$ cat config.mk
export PLATFORM = sky130hd
export DESIGN_NAME = partition_err_monitor
export DESIGN_NICKNAME = d
export VERILOG_FILES = /design/src/rtl/partition_err_monitor.sv
export SDC_FILE = /design/constraint.sdc
export NUM_CORES = 1
export LEC_CHECK = 0
export CAP_MARGIN = 20
export CORE_MARGIN = 1.5
export CORE_UTILIZATION = 54
export CTS_BUF_LIST = sky130_fd_sc_hd__clkbuf_4 sky130_fd_sc_hd__clkbuf_8
export CTS_CLUSTER_DIAMETER = 30
export DETAILED_ROUTE_END_ITERATION = 7
export GPL_ROUTABILITY_DRIVEN = 0
export MAX_ROUTING_LAYER = met4
export PLACE_DENSITY = 0.88
export SLEW_MARGIN = 20
export SYNTH_ARGS = -nofsm -noshare
export SYNTH_HDL_FRONTEND = slang
export SYNTH_SLANG_ARGS = --single-unit
$ cat constraint.sdc
create_clock -name clk -period 6.6 [get_ports clk]
set_input_delay 1.32 -clock clk [delete_from_list [all_inputs] [get_ports clk]]
set_output_delay 1.32 -clock clk [all_outputs]
set_load 0.005 [all_outputs]
$ cat src/rtl/partition_err_monitor.sv
`default_nettype none
// ============================================================================
//  Module      : partition_err_monitor
//  Description : Exhaustive error monitor for an approximate logic partition.
//                On start it walks every input vector 0 .. 2^IN_W-1 on pi,
//                one vector per cycle. After LAT cycles it samples the
//                approximate (po_apx) and exact (po_ref) responses and
//                accumulates error statistics. done pulses for one cycle when
//                the last vector has been accumulated.
//  Parameters  : IN_W  - partition input width (2^IN_W vectors per sweep)
//                OUT_W - partition output width
//                LAT   - 0..3, cycles from pi to matching po_apx/po_ref
//  Ports       : clk, rst (synchronous, active-high), start
//                pi               - stimulus vector driven to both partitions
//                po_apx, po_ref   - partition responses
//                busy             - sweep in progress (RUN or DRAIN)
//                done             - one-cycle pulse, final totals valid
//                err_cnt          - number of vectors with po_apx != po_ref
//                ham_sum          - summed Hamming distance
//                abs_sum          - summed |po_apx - po_ref| (unsigned)
//                max_err, max_vec - worst |diff| and first vector reaching it
//  Options     : define PARTITION_ERR_MAX_EN to build max_err/max_vec
//                tracking; otherwise both ports are tied to 0.
//  Revision    : 1.0 - initial release
// ============================================================================
module partition_err_monitor #(
    parameter int IN_W  = 7,
    parameter int OUT_W = 4,
    parameter int LAT   = 0
) (
    input  logic                          clk,
    input  logic                          rst,
    input  logic                          start,
    output logic [IN_W-1:0]               pi,
    input  logic [OUT_W-1:0]              po_apx,
    input  logic [OUT_W-1:0]              po_ref,
    output logic                          busy,
    output logic                          done,
    output logic [IN_W:0]                 err_cnt,
    output logic [IN_W+$clog2(OUT_W):0]   ham_sum,
    output logic [IN_W+OUT_W-1:0]         abs_sum,
    output logic [OUT_W-1:0]              max_err,
    output logic [IN_W-1:0]               max_vec
);

    localparam int              c_ERR_W = IN_W + 1;
    localparam int              c_HAM_W = IN_W + $clog2(OUT_W) + 1;
    localparam int              c_ABS_W = IN_W + OUT_W;
    localparam logic [IN_W-1:0] c_LAST  = '1;

    localparam logic [1:0] c_IDLE  = 2'd0;
    localparam logic [1:0] c_RUN   = 2'd1;
    localparam logic [1:0] c_DRAIN = 2'd2;

    logic [1:0]          r_state;
    logic [IN_W-1:0]     r_pi;
    logic                r_done;
    logic [c_ERR_W-1:0]  r_err;
    logic [c_HAM_W-1:0]  r_ham;
    logic [c_ABS_W-1:0]  r_abs;

    // ------------------------------------------------------------------------
    // Vector tag pipeline. Index 0 is the vector on pi this cycle (valid while
    // RUN); index k is the vector driven k cycles ago. The responses belong
    // to the tag at index LAT.
    // ------------------------------------------------------------------------
    logic [LAT:0]            w_vld;
    logic [LAT:0][IN_W-1:0]  w_vec;

    generate
        if (LAT > 0) begin : g_pipe
            logic [LAT-1:0]            r_vld;
            logic [LAT-1:0][IN_W-1:0]  r_vec;

            always_ff @(posedge clk) begin
                if (rst) begin
                    r_vld <= '0;
                    r_vec <= '0;
                end else begin
                    r_vld <= w_vld[LAT-1:0];
                    r_vec <= w_vec[LAT-1:0];
                end
            end

            assign w_vld = {r_vld, (r_state == c_RUN)};
            assign w_vec = {r_vec, r_pi};
        end else begin : g_nopipe
            assign w_vld = (r_state == c_RUN);
            assign w_vec = r_pi;
        end
    endgenerate

    logic             w_smp;
    logic [IN_W-1:0]  w_tag;
    logic             w_last;

    assign w_smp  = w_vld[LAT];
    assign w_tag  = w_vec[LAT];
    // Final vector reaches the sampling point: accumulate it and finish.
    assign w_last = w_smp && (w_tag == c_LAST);

    // ------------------------------------------------------------------------
    // Per-vector error metrics
    // ------------------------------------------------------------------------
    logic [OUT_W-1:0]    w_x;
    logic [OUT_W-1:0]    w_abs;
    logic                w_ne;
    logic [c_HAM_W-1:0]  w_pop;

    assign w_x   = po_apx ^ po_ref;
    assign w_ne  = |w_x;
    // Operands are unsigned; subtract the smaller from the larger.
    assign w_abs = (po_apx >= po_ref) ? (po_apx - po_ref) : (po_ref - po_apx);

    always_comb begin
        w_pop = '0;
        for (int b = 0; b < OUT_W; b++) begin
            w_pop = w_pop + {{(c_HAM_W-1){1'b0}}, w_x[b]};
        end
    end

    logic w_accept;
    assign w_accept = (r_state == c_IDLE) && start;

    // ------------------------------------------------------------------------
    // Sweep control
    // ------------------------------------------------------------------------
    always_ff @(posedge clk) begin
        if (rst) begin
            r_state <= c_IDLE;
            r_pi    <= '0;
            r_done  <= 1'b0;
        end else begin
            r_done <= w_last;
            case (r_state)
                c_IDLE: begin
                    if (start) begin
                        r_state <= c_RUN;
                        r_pi    <= '0;
                    end
                end
                c_RUN: begin
                    // pi stops on the last vector; it is not wrapped.
                    if (r_pi == c_LAST) begin
                        r_state <= (LAT == 0) ? c_IDLE : c_DRAIN;
                    end else begin
                        r_pi <= r_pi + 1'b1;
                    end
                end
                c_DRAIN: begin
                    if (w_last) begin
                        r_state <= c_IDLE;
                    end
                end
                default: r_state <= c_IDLE;
            endcase
        end
    end

    // ------------------------------------------------------------------------
    // Accumulators (widths cover a full sweep, so no overflow handling)
    // ------------------------------------------------------------------------
    always_ff @(posedge clk) begin
        if (rst || w_accept) begin
            r_err <= '0;
            r_ham <= '0;
            r_abs <= '0;
        end else if (w_smp) begin
            r_err <= r_err + {{IN_W{1'b0}}, w_ne};
            r_ham <= r_ham + w_pop;
            r_abs <= r_abs + {{IN_W{1'b0}}, w_abs};
        end
    end

`ifdef PARTITION_ERR_MAX_EN
    logic [OUT_W-1:0] r_max_err;
    logic [IN_W-1:0]  r_max_vec;

    // Strict compare keeps the first vector that reaches the worst error.
    always_ff @(posedge clk) begin
        if (rst || w_accept) begin
            r_max_err <= '0;
            r_max_vec <= '0;
        end else if (w_smp && (w_abs > r_max_err)) begin
            r_max_err <= w_abs;
            r_max_vec <= w_tag;
        end
    end

    assign max_err = r_max_err;
    assign max_vec = r_max_vec;
`else
    assign max_err = '0;
    assign max_vec = '0;
`endif

    assign pi      = r_pi;
    assign busy    = (r_state != c_IDLE);
    assign done    = r_done;
    assign err_cnt = r_err;
    assign ham_sum = r_ham;
    assign abs_sum = r_abs;

endmodule
`default_nettype wire

==> results of run 1 <==
[registers in the layout, indices dropped and copies added, names as in the netlist]
register	cells
r_state	1
ham_sum	10
abs_sum	11
pi	7
err_cnt	8
done	1
[worst max-delay path, stage by stage]
cell and delay (ps):
clkdlybuf4s50_1 500, ha_1 190, inv_1 70, fa_1 400, nand3_1 120, nand3_1 140, mux2_2 300, mux2i_1 190
ha_1 310, a21o_1 190, a31oi_1 330, o21ai_0 160, a21oi_1 170
[power by group through the flow]
stage	Clock [mW]	Combinational, mW	Sequential (mW)
floorplan	0	0.0777	0.246
global placement	0	0.105	0.246
CTS	0.246	0.111	0.241
detailed placement	0	0.108	0.246
global route	0.255	0.125	0.242
finish	0.243	0.111	0.241
[Yosys cell counts, drive strengths merged, types with 3 or more instances]
| cell | number |
|---|---|
| a211oi | 5 |
| a21o | 3 |
| a21oi | 17 |
| a311oi | 3 |
| a31oi | 3 |
| and3 | 6 |
| buf | 15 |
| clkbuf | 4 |
| dfxtp | 38 |
| fa | 6 |
| ha | 16 |
| inv | 25 |
| mux2i | 9 |
| nand2 | 9 |
| nand3 | 11 |
| nand4 | 8 |
| nor2 | 27 |
| nor2b | 3 |
| o21ai | 11 |
| or3 | 7 |
| xnor2 | 7 |
| xor2 | 10 |
[cell usage in the layout, fill, tap and decap left out, types with 10 or more instances in the layout]
master,n
a21oi_1,17
nor2_1,27
o21ai_0,11
clkdlybuf4s50_1,48
conb_1,11
ha_1,16
xor2_1,10
dfxtp_1,38
nand3_1,10
inv_1,25
[cell families after synthesis]
group                      synth area share [%]
buffers and inverters                      9.40
AOI/OAI and AO/OA                          12.5
adders and majority gates                  14.1
and+or+nand+nor                            19.0
muxes                                      4.95
other                                     0.165
DFF                                        33.4
xor gates and xnor gates                   6.54
[area by class of cell]
class / count / area, sq um
repair buffers: 49 / 488
well taps: 50 / 62.6
clock buffers: 6 / 82.6
flip-flops and latches: 38 / 761
clock inverters: 2 / 60.1
fillers: 320 / 1140
inverters: 25 / 93.8
multi-input cells: 189 / 1340
[through the flow]
stage / setup slack, ps / hold WS, ps
after global routing: 2250 / 522
after floorplan: 2860 / 474
after global placement: 2270 / 469
after CTS: 2440 / 497
final: 2430 / 492
after detailed placement: 2130 / 484
[path summary, 6_finish.rpt]
kind / start / to / slack [ps] / depth (start not counted)
max: po_ref[0] / abs_sum[7] / 2430 / 13
min: err_cnt[7] / err_cnt[7] / 490 / 2
max reg2reg: ham_sum[0] / ham_sum[8] / 4260 / 10
min reg2reg: err_cnt[7] / err_cnt[7] / 490 / 2
[metal layers]
layer  vias up  share of wire (%)  wire length (um)  global-route usage (%)
li1        966                  -                 -                       -
met1       910                 45              2160                    26.6
met2        54                 49              2350                    37.7
met3         5                5.2               247                    4.93
met4         0               0.65                31                    3.75
met5         -                  0                 0                       -
==> results.sh, run 1 <==
export IMPL_areaGrowthSynthToFinish_pct=26.8
export IMPL_grt_max_degree=40
export IMPL_netSwitchingFraction_pct=24.8
export IMPL_drc=0
export IMPL_routed_wirelength_um=4790
export IMPL_place_area_sq_um=2740
export IMPL_run_status="completed"
export IMPL_comb_power_share_pct=18.7
export IMPL_rsz0062_at_grt="false"
export IMPL_cts_buffers=5
export IMPL_postCtsSetupBuffers=0
export IMPL_synth_area_sq_um=2280
export IMPL_syn_inst=261
export IMPL_async_flop_share_pct=0
export IMPL_p_total_mw=0.595
export IMPL_cp_required_ps=6810
export IMPL_netlist_top_cells_area="dfxtp_1 (33%), ha_1 (8.8%), fa_1 (5.3%)"
export IMPL_synth_cell_types=38
export IMPL_synth_area_leader_cell="dfxtp_1"
export IMPL_avgSynthCellArea_sq_um=8.72
export IMPL_cts_resized_gates=0
export IMPL_p_per_area_nw_per_um2=206
export IMPL_clockRootBuffer="clkbuf_8"
export IMPL_switching_power_mw=0.148
export IMPL_cp_end_kind="flip-flop"
export IMPL_clkPwrFrac_pct=40.9
export IMPL_start_util_pct=56.5
export IMPL_die_w_um=67.9
export IMPL_hold_class="reg -> reg"
export IMPL_synth_seq_cells=38
export IMPL_path_max_fanout=6
export IMPL_criticalPathCategory="in -> reg"
export IMPL_antenna_found_initial=0
export IMPL_die_area_sq_um=4610
export IMPL_worstPathArrival_ps=4380
export IMPL_dr_pass1_iters=4
export IMPL_relSlewSlack_pct=61.2
export IMPL_grt_first_pass_wirelength_um=7510
export IMPL_vias=1935
export IMPL_leakagePower_nw=1.16
export IMPL_portBuffers=48
export IMPL_post_route_min_period_ps=4170
export IMPL_finalHoldViolCount=0
export IMPL_setup_viol=0
export IMPL_wl_per_cell_um=13.4
export IMPL_clk_pin_slew_ps=70
export IMPL_fmax_mhz=240
export IMPL_fin_setup_tns_ps=0
export IMPL_track_usage_pct=21.9
export IMPL_synth_top_cell_area_share_pct=33.4
export IMPL_num_antenna_cells=0
export IMPL_ys_warnings_count=0
export IMPL_insertion_delay_ps=290
export IMPL_slew_violations=0
export IMPL_placementRows=23
export IMPL_skew_ps=5.46
export IMPL_p_int_mw=0.447
export IMPL_layout_nets=341
export IMPL_h_tree_depth=2
export IMPL_cts_tree="yes"
export IMPL_clock_sinks=38
export IMPL_ys_flop_type="dfxtp_1"
export IMPL_sequentialPowerShare_pct=40.5
export IMPL_worstSetupStartpointType="primary input"
export IMPL_final_antenna_net_count=0
export IMPL_fp_coreArea_sq_um=4030
export IMPL_grt_pass1_vias=1678
export IMPL_grt_ovfl_total=0
export IMPL_synth_seq_area_share_pct=33.4
export IMPL_fin_cells=359
export IMPL_post_route_period_util_pct=63.2
export IMPL_routed_via_density=5.39
export IMPL_hpwl_um=3460
export IMPL_dpl_cell_count=351
export IMPL_synth_edf_count=0
export IMPL_chipHeight_um=67.9
export IMPL_io_pins=60
export IMPL_ir_drop_mv=0.165
export IMPL_maxCapViolCount=0
export IMPL_drtIter0Drc=105
export IMPL_worst_pin_slew_ps=582
export IMPL_final_core_util_pct=71.6
export IMPL_post_route_cell_area_sq_um=2890
export IMPL_cts_hold_buf=0
export IMPL_drive_gt1_share_pct=5.83
export IMPL_cts_buffer_depth=2
(Power assumes the default switching activity.)
==> run 2: changes to the inputs <==
- CORE_UTILIZATION: 54 -> 45
- PLACE_DENSITY: 0.88 -> 0.78
- clock period: 6.6 -> 3.5 ns (I/O delays scaled with it)
==> run 2 against run 1 <==
Combinational power up 110%. Cell area increased by 4.6%. Sequential share of layout area fell by 1.2 points. Clock power is 57% higher. Count of clock-buffer cells in the layout increased by 1. Setup slack got worse by 2300 ps. Via count is 2.7% higher. Global-route usage fell by 3.0 points. Flip-flop and latch count unchanged. Critical path type unchanged. Critical endpoint is now abs_sum[8]. Largest power group is now sequential cells.
==> results.sh, run 2 (same netlist as run 1, synthesis figures left out) <==
export IMPL_h_tree_depth=2
export IMPL_post_route_period_util_pct=97.6
export IMPL_grt_max_degree=29
export IMPL_die_area_sq_um=5490
export IMPL_dr_pass1_iters=4
export IMPL_path_max_fanout=4
export IMPL_die_w_um=74.1
export IMPL_placementRows=25
export IMPL_worst_path_max_delay_cell="clkdlybuf4s50_1"
export IMPL_portBuffers=48
export IMPL_max_stage_delay_ps=500
export IMPL_io_pins=60
export IMPL_num_antenna_cells=0
export IMPL_post_route_cell_area_sq_um=3020
export IMPL_layout_common_cells="clkdlybuf4s50_1 (48), dfxtp_1 (38), nor2_1 (27)"
export IMPL_worstPathArrival_ps=3590
export IMPL_grt_first_pass_wirelength_um=7870
export IMPL_grt_ovfl_total=0
export IMPL_layout_nets=354
export IMPL_drc=0
export IMPL_dpl_cell_count=380
export IMPL_hold_class="reg -> reg"
export IMPL_areaGrowthSynthToFinish_pct=32.7
export IMPL_cp_cell_sequence="clkdlybuf4s50_1 > ha_1 > inv_1 > fa_2 > nand3_2 > nand3_2 > mux2_2 > inv_1 > fa_2 > nand3b_1 > buf_4 > a211oi_2 > xnor2_1 > nor2_1"
export IMPL_fin_cells=389
export IMPL_finalHoldViolCount=0
export IMPL_post_route_min_period_ps=3410
export IMPL_cts_buffer_depth=2
export IMPL_place_area_sq_um=2860
export IMPL_grt_pass1_vias=1791
export IMPL_worstSetupStartpointType="primary input"
export IMPL_routed_via_density=5.11
export IMPL_clockRootBuffer="clkbuf_8"
export IMPL_maxCapViolCount=0
export IMPL_final_common_cell="clkdlybuf4s50_1"
export IMPL_hpwl_um=3570
export IMPL_criticalPathCategory="in -> reg"
export IMPL_fp_coreArea_sq_um=4790
export IMPL_final_core_util_pct=63.1
export IMPL_cts_tree="yes"
export IMPL_fmax_mhz=293
export IMPL_wl_per_cell_um=12.7
export IMPL_setup_viol=0
export IMPL_leakagePower_nw=1.21
export IMPL_drtIter0Drc=84
export IMPL_final_antenna_net_count=0
export IMPL_routed_wirelength_um=4950
export IMPL_insertion_delay_ps=290
export IMPL_chipHeight_um=74.1
export IMPL_vias=1987
export IMPL_antenna_found_initial=0
export IMPL_p_per_area_nw_per_um2=353
export IMPL_track_usage_pct=18.9
export IMPL_cts_buffers=5
export IMPL_drive_gt1_share_pct=11.8
export IMPL_clock_sinks=38
export IMPL_slew_violations=0
export IMPL_cp_end_kind="flip-flop"
export IMPL_cp_required_ps=3670
export IMPL_start_util_pct=47.6
export IMPL_clk_pin_slew_ps=70
export IMPL_cts_hold_buf=0
export IMPL_skew_ps=6.19
export IMPL_nFillCells=418
export IMPL_run_status="completed"
export IMPL_ir_drop_mv=0.254
export IMPL_largest_reg_flops=11
run 2: path summary, 6_finish.rpt:
path,cells past startpoint,startpoint,slack [ps],end
max,14,po_ref[0],90,abs_sum[8]
max reg2reg,10,ham_sum[0],1190,ham_sum[8]
min,2,ham_sum[9],500,ham_sum[9]
min reg2reg,2,ham_sum[9],500,ham_sum[9]
run 2: layout make-up:
type	instances	area, sq um	share of cell area, %
clock buffer	7	83.8	2.78
clock inverter	1	30.0	0.995
inverter	25	93.8	3.11
multi-input combinational	189	1380	45.8
sequential	38	761	25.2
tap	67	83.8	2.78
timing repair buffer	62	586	19.4
run 2: through the flow:
| stage | setup slack, ps | TNS (ps) | power (mW) | hold WS [ps] |
|---|---|---|---|---|
| after floorplan | 381 | 0 | 0.610 | 474 |
| after global placement | -129 | -750 | 0.676 | 470 |
| after detailed placement | -253 | -2020 | 0.682 | 489 |
| after CTS | 44.8 | 0 | 1.06 | 501 |
| after global routing | -49.9 | -98.3 | 1.12 | 525 |
| final | 85.2 | 0 | 1.07 | 498 |
run 2: layer usage:
layer | GRT usage [%] | up-vias | routed length, um
li1 | - | 994 | -
met1 | 23.5 | 945 | 2300
met2 | 30.6 | 43 | 2350
met3 | 4.88 | 5 | 255
met4 | 4.94 | 0 | 44
met5 | - | - | 0
run 2: power breakdown:
group	switching [mW]	leakage (nW)	internal (mW)
combinational	0.117	0.845	0.111
clock	0.152	0.0593	0.229
sequential	0.0148	0.308	0.443
run 2: timing repair:
item | in CTS | in global routing
gates resized for setup | 0 | 9
endpoints found under the hold margin | 0 | 0
setup endpoints to repair | 0 | 8
setup buffers | 0 | 1
run 2: critical path, delay by kind of cell:
| family | cells | cell delay, ps |
|---|---|---|
| adders and majority gates | 3 | 890 |
| buffers and inverters | 4 | 830 |
| and+or+nand+nor | 4 | 540 |
| muxes | 1 | 270 |
| AOI/OAI and AO/OA | 1 | 200 |
| xor gates and xnor gates | 1 | 150 |
